--- src/rtl/sccb_master.sv ---
// SCCB 3-phase write master for the OV7670: serialises device ID, register
// address and data onto SIO_C/SIO_D, one address/data pair per handshake.
module sccb_master #(
    parameter logic [7:0] DEVICE_ID  = 8'h42,
    parameter int          QUARTER    = 63,
    parameter int          BUS_FREE_Q = 8
) (
    input  logic       clk_25M,
    input  logic       rst,
    input  logic       sccb_start,
    input  logic [7:0] sccb_address,
    input  logic [7:0] sccb_data,
    input  logic       siod_in,
    output logic       sccb_ready,
    output logic       sccb_nack,
    output logic       sioc,
    output logic       siod_out,
    output logic       siod_oe
);
    localparam int QW = (QUARTER > 1) ? $clog2(QUARTER) : 1;
    localparam int FW = (BUS_FREE_Q > 1) ? $clog2(BUS_FREE_Q) : 1;
    localparam logic [QW-1:0] Q_LAST = QW'(QUARTER - 1);
    localparam logic [FW-1:0] F_LAST = FW'(BUS_FREE_Q - 1);

    typedef enum logic [2:0] {
        IDLE, START_A, START_B, BIT, STOP_A, STOP_B, BUS_FREE
    } state_t;

    state_t          r_state;
    logic [QW-1:0]   r_qcnt;
    logic [4:0]      r_bitIdx;
    logic [1:0]      r_phase;
    logic [FW-1:0]   r_freeCnt;
    logic [26:0]     r_frame;
    logic            r_readyAge;
    logic            r_ready;
    logic            r_nack;
    logic            r_sioc;
    logic            r_siod;
    logic            r_oe;
    logic            w_tick;
    logic            w_accept;

    // The 9th bit of every byte is released so the slave may drive it.
    function automatic logic isRelease(input logic [4:0] idx);
        return (idx == 5'd8) || (idx == 5'd17) || (idx == 5'd26);
    endfunction

    assign w_tick   = (r_qcnt == Q_LAST);
    // Ready must have been seen on two edges so a held start picks up fresh data.
    assign w_accept = (r_state == IDLE) && sccb_start && r_readyAge;

    always_ff @(posedge clk_25M or posedge rst) begin
        if (rst) begin
            r_state    <= IDLE;
            r_qcnt     <= '0;
            r_bitIdx   <= '0;
            r_phase    <= '0;
            r_freeCnt  <= '0;
            r_frame    <= '0;
            r_readyAge <= 1'b0;
            r_ready    <= 1'b1;
            r_nack     <= 1'b0;
            r_sioc     <= 1'b1;
            r_siod     <= 1'b1;
            r_oe       <= 1'b1;
        end else begin
            r_qcnt <= w_tick ? '0 : r_qcnt + 1'b1;
            case (r_state)
                IDLE: begin
                    r_readyAge <= 1'b1;
                    if (w_accept) begin
                        r_frame    <= {DEVICE_ID, 1'b1, sccb_address, 1'b1, sccb_data, 1'b1};
                        r_nack     <= 1'b0;
                        r_qcnt     <= '0;
                        r_ready    <= 1'b0;
                        r_readyAge <= 1'b0;
                        r_siod     <= 1'b0;
                        r_oe       <= 1'b1;
                        r_state    <= START_A;
                    end
                end
                START_A: if (w_tick) begin
                    r_sioc  <= 1'b0;
                    r_state <= START_B;
                end
                START_B: if (w_tick) begin
                    r_bitIdx <= '0;
                    r_phase  <= '0;
                    r_siod   <= r_frame[26];
                    r_oe     <= 1'b1;
                    r_state  <= BIT;
                end
                BIT: if (w_tick) begin
                    r_phase <= r_phase + 1'b1;
                    case (r_phase)
                        2'd1: r_sioc <= 1'b1;
                        2'd2: if (!r_oe && siod_in) r_nack <= 1'b1;
                        2'd3: begin
                            r_sioc <= 1'b0;
                            if (r_bitIdx == 5'd26) begin
                                r_siod  <= 1'b0;
                                r_oe    <= 1'b1;
                                r_state <= STOP_A;
                            end else begin
                                r_bitIdx <= r_bitIdx + 5'd1;
                                r_frame  <= {r_frame[25:0], 1'b0};
                                r_siod   <= r_frame[25];
                                r_oe     <= ~isRelease(r_bitIdx + 5'd1);
                            end
                        end
                        default: ;
                    endcase
                end
                STOP_A: if (w_tick) begin
                    r_sioc  <= 1'b1;
                    r_state <= STOP_B;
                end
                STOP_B: if (w_tick) begin
                    r_siod    <= 1'b1;
                    r_freeCnt <= '0;
                    r_state   <= BUS_FREE;
                end
                BUS_FREE: if (w_tick) begin
                    if (r_freeCnt == F_LAST) begin
                        r_ready <= 1'b1;
                        r_state <= IDLE;
                    end else begin
                        r_freeCnt <= r_freeCnt + 1'b1;
                    end
                end
                default: r_state <= IDLE;
            endcase
        end
    end

    assign sccb_ready = r_ready;
    assign sccb_nack  = r_nack;
    assign sioc       = r_sioc;
    assign siod_out   = r_siod;
    assign siod_oe    = r_oe;
endmodule

--- config.mk ---
export PLATFORM = sky130hd
export DESIGN_NAME = sccb_master
export DESIGN_NICKNAME = d
export VERILOG_FILES = /design/src/rtl/sccb_master.sv
export SDC_FILE = /design/constraint.sdc
export NUM_CORES = 1
export LEC_CHECK = 0
export ABC_CLOCK_PERIOD_IN_PS = 2000
export CAP_MARGIN = 20
export CORE_ASPECT_RATIO = 0.75
export CORE_MARGIN = 3
export CORE_UTILIZATION = 58
export DETAILED_ROUTE_END_ITERATION = 16
export MAX_ROUTING_LAYER = met4
export PLACE_DENSITY = 0.8
export SYNTH_ARGS = -nofsm -noshare
export SYNTH_HDL_FRONTEND = slang
export SYNTH_SLANG_ARGS = --single-unit
--- constraint.sdc ---
create_clock -name clk_25M -period 2 [get_ports clk_25M]
set_input_delay 0.6 -clock clk_25M [delete_from_list [all_inputs] [get_ports clk_25M]]
set_output_delay 0.6 -clock clk_25M [all_outputs]
set_load 0.01 [all_outputs]
==> impl_metrics.tcl <==
set metrics [dict create \
    status "finished, final reports clean" \
    first_pass_iters 4 \
    cts.sinks 52 \
    synth-edff-count 0 \
    placementRows 21 \
    rsz0062_at_grt "false" \
    overflow 0 \
    slowest_stage "dfrtp_1" \
    yosysSeqAreaShare_pct 45.4 \
    post-synth-top-count-cell "dfrtp_1" \
    synth_ff_type "dfrtp_1" \
    start_kind "register" \
    hold_class "register to register" \
    p_per_area_nw_per_um2 855 \
    cp.arrival_ps 2080 \
    antenna_cells 0 \
    p_leak_uw 0.00164 \
    vias_per_cell 5.73 \
    utilization_pct 74.7 \
    finalSetupViolCount 0 \
    setup_tns_ps 0 \
    final_max_slew_viol_count 0 \
    dp_hpwl_microns 3950 \
    postPlaceCellArea_sq_um 3290 \
    synth_seq_cells 52 \
    die_w_microns 87.4 \
    cts_buffers 5 \
    synth_area_leader_cell "dfrtp_1" \
    p_seq_share_pct 45.7 \
    clkLatencyLatePin_ps 300 \
    vias 2021 \
    path_cells "ha_1, ha_1, nor3b_1, a21oi_1, or3_1, mux2_2" \
    maxSlewHeadroom_pct 75.6 \
    layoutNonFillerInstCount 353 \
    required_ps 2190 \
    htreeDepth 2 \
    worstPathMaxFanout 3 \
    post_cts_buffers 0 \
    synth_area_sq_um 2880 \
    numPortBuffers 24 \
    pwr-share-clk_pct 33.1 \
    ios 25 \
    critPathMostFrequentCell "ha_1" \
    internal_power_uw 2200 \
    die_area_sq_um 5850 \
    drive_above_1_share_pct 25.7 \
    cp.depth 6 \
    clk_path_buf_depth 2 \
    reg2reg_depth 6 \
    coreArea_sq_um 4620 \
    ctsResizeCount 0 \
    synth_cell_types 53 \
    postRouteAntennaNets 0 \
    hold_viol_final 0 \
    grt_use_total_pct 21.5 \
    dp.cells 345 \
    finalWirelength_microns 5650 \
    cp_num_buf_inv 0 \
    synth_fp_nets 289 \
    syn_avg_cell_area_sq_um 11.2 \
    max_freq_mhz 530 \
    end_kind "register" \
    drc 0 \
    combPwrFrac_pct 21.2 \
    grt_max_degree 53 \
    clk_transition_reported_paths_ps 100 \
    die_h_microns 67.0 \
    gp_congestion 0.898 \
    nNetsFinal 327 \
    antenna_found_initial 0 \
    design_area_sq_um 3450 \
    crit_family "simple AND/OR/NAND/NOR gates" \
    cts_tree "built" \
    p_sw_uw 759 \
    drt_iter0_drc 128 \
    crit_path_max_incr_delay_ps 400 \
    synth_common_cells "dfrtp_1, mux2_2, nor2_1" \
    skew_ps 5.27 \
    synthCells 257 \
    hold_depth 2 \
    maxCapViolCount 0 \
    grt_first_pass_wirelength_microns 9470 \
    grt_pass1_vias 1999 \
    ys_async_sr_fraction_pct 100 \
    synth_area_leaders "dfrtp_1, mux2_2, mux2_4" \
    cts-root-buf "clkbuf_8" \
    syn2layout_area_growth_pct 20.0 \
    synth_top_area_share_pct 41.7 \
    cts_hold_buf 0 \
    wl_per_cell_microns 16.0 \
    irDropWorstVdd_mv 0.935 \
    path_class "register to register" \
    start_util_pct 62.3 \
    swShare_pct 25.7 \
    yosysWarnings 0 \
    period_share_pct 94.4 \
    min_period_ps 1890 \
    worst_pin_slew_ps 363 \
]
routing by layer:
metal,vias to the layer above,share of wire [%],routed length (microns),GRT usage [%]
met5,-,0,0,-
met2,56,47,2630,33.6
met3,9,5.5,312,6.06
met1,984,47,2640,27.7
li1,972,-,-,-
met4,0,1.1,64,5.56
final timing paths:
kind                            slack, ps            to          from
worst min register to register        490      siod_out      siod_out
min in group asynchronous             650   r_frame[16]           rst
worst max-delay path                  110  r_freeCnt[0]  r_freeCnt[0]
worst min-delay path                  490      siod_out      siod_out
max in group asynchronous            1060       siod_oe           rst
worst max register to register        110  r_freeCnt[0]  r_freeCnt[0]
cell usage in the layout (no fill, tap or decap), drive strengths merged, types with 4 or more instances in the layout:
| cell | count |
|---|---|
| a22o | 4 |
| a31oi | 4 |
| and3 | 4 |
| buf | 20 |
| clkbuf | 5 |
| clkdlybuf4s50 | 20 |
| dfrtp | 48 |
| dfstp | 4 |
| dlymetal6s2s | 4 |
| ha | 12 |
| inv | 17 |
| mux2 | 39 |
| mux2i | 7 |
| nand2 | 19 |
| nand3 | 6 |
| nor2 | 22 |
| nor2b | 4 |
| o21ai | 10 |
cells by family after synthesis:
family	Yosys count	share of synthesized area, %
simple gates	74	13.2
mux	46	19.4
xor+xnor	6	1.83
fa+ha+maj	12	5.21
compound gates	37	9.60
buf+inv	30	5.43
flops	52	45.4
through the flow:
stage | setup slack [ps] | hold WS (ps) | power [uW]
2_1_floorplan | 146 | 454 | 1790
3_3_place_gp | 3.64 | 465 | 1950
3_5_place_dp | -16.0 | 460 | 1980
4_1_cts | 11.6 | 500 | 2980
5_1_grt | 43.5 | 518 | 3110
6_report | 113 | 491 | 2960
worst register-to-register path, cell delays in order (launching register included):
cell     delay (ps)
dfrtp_1         400
ha_1            210
ha_1            220
nor3b_1         230
a21oi_1          70
or3_1           370
mux2_2          280
layout make-up:
cell class	count	area, sq um
repair buffers	44	438
multi-input cells	175	1420
fillers	317	1170
clock inverters	3	90.1
well taps	57	71.3
inverters	17	63.8
clock buffers	5	68.8
flip-flops and latches	52	1310
sequential cells by signal, indices dropped and copies added (netlist names), 2 cells and up:
| signal | flops |
|---|---|
| r_bitIdx | 5 |
| r_frame | 27 |
| r_freeCnt | 3 |
| r_phase | 2 |
| r_qcnt | 6 |
| r_state | 3 |
power by group through the flow:
| stage | Sequential [uW] | Combinational [uW] | Clock [uW] |
|---|---|---|---|
| finish | 1350 | 626 | 978 |
| global route | 1380 | 696 | 1030 |
| CTS | 1350 | 635 | 993 |
| global placement | 1350 | 591 | 0 |
| detailed placement | 1360 | 620 | 0 |
| floorplan | 1330 | 462 | 0 |
(Power assumes the default switching activity.)
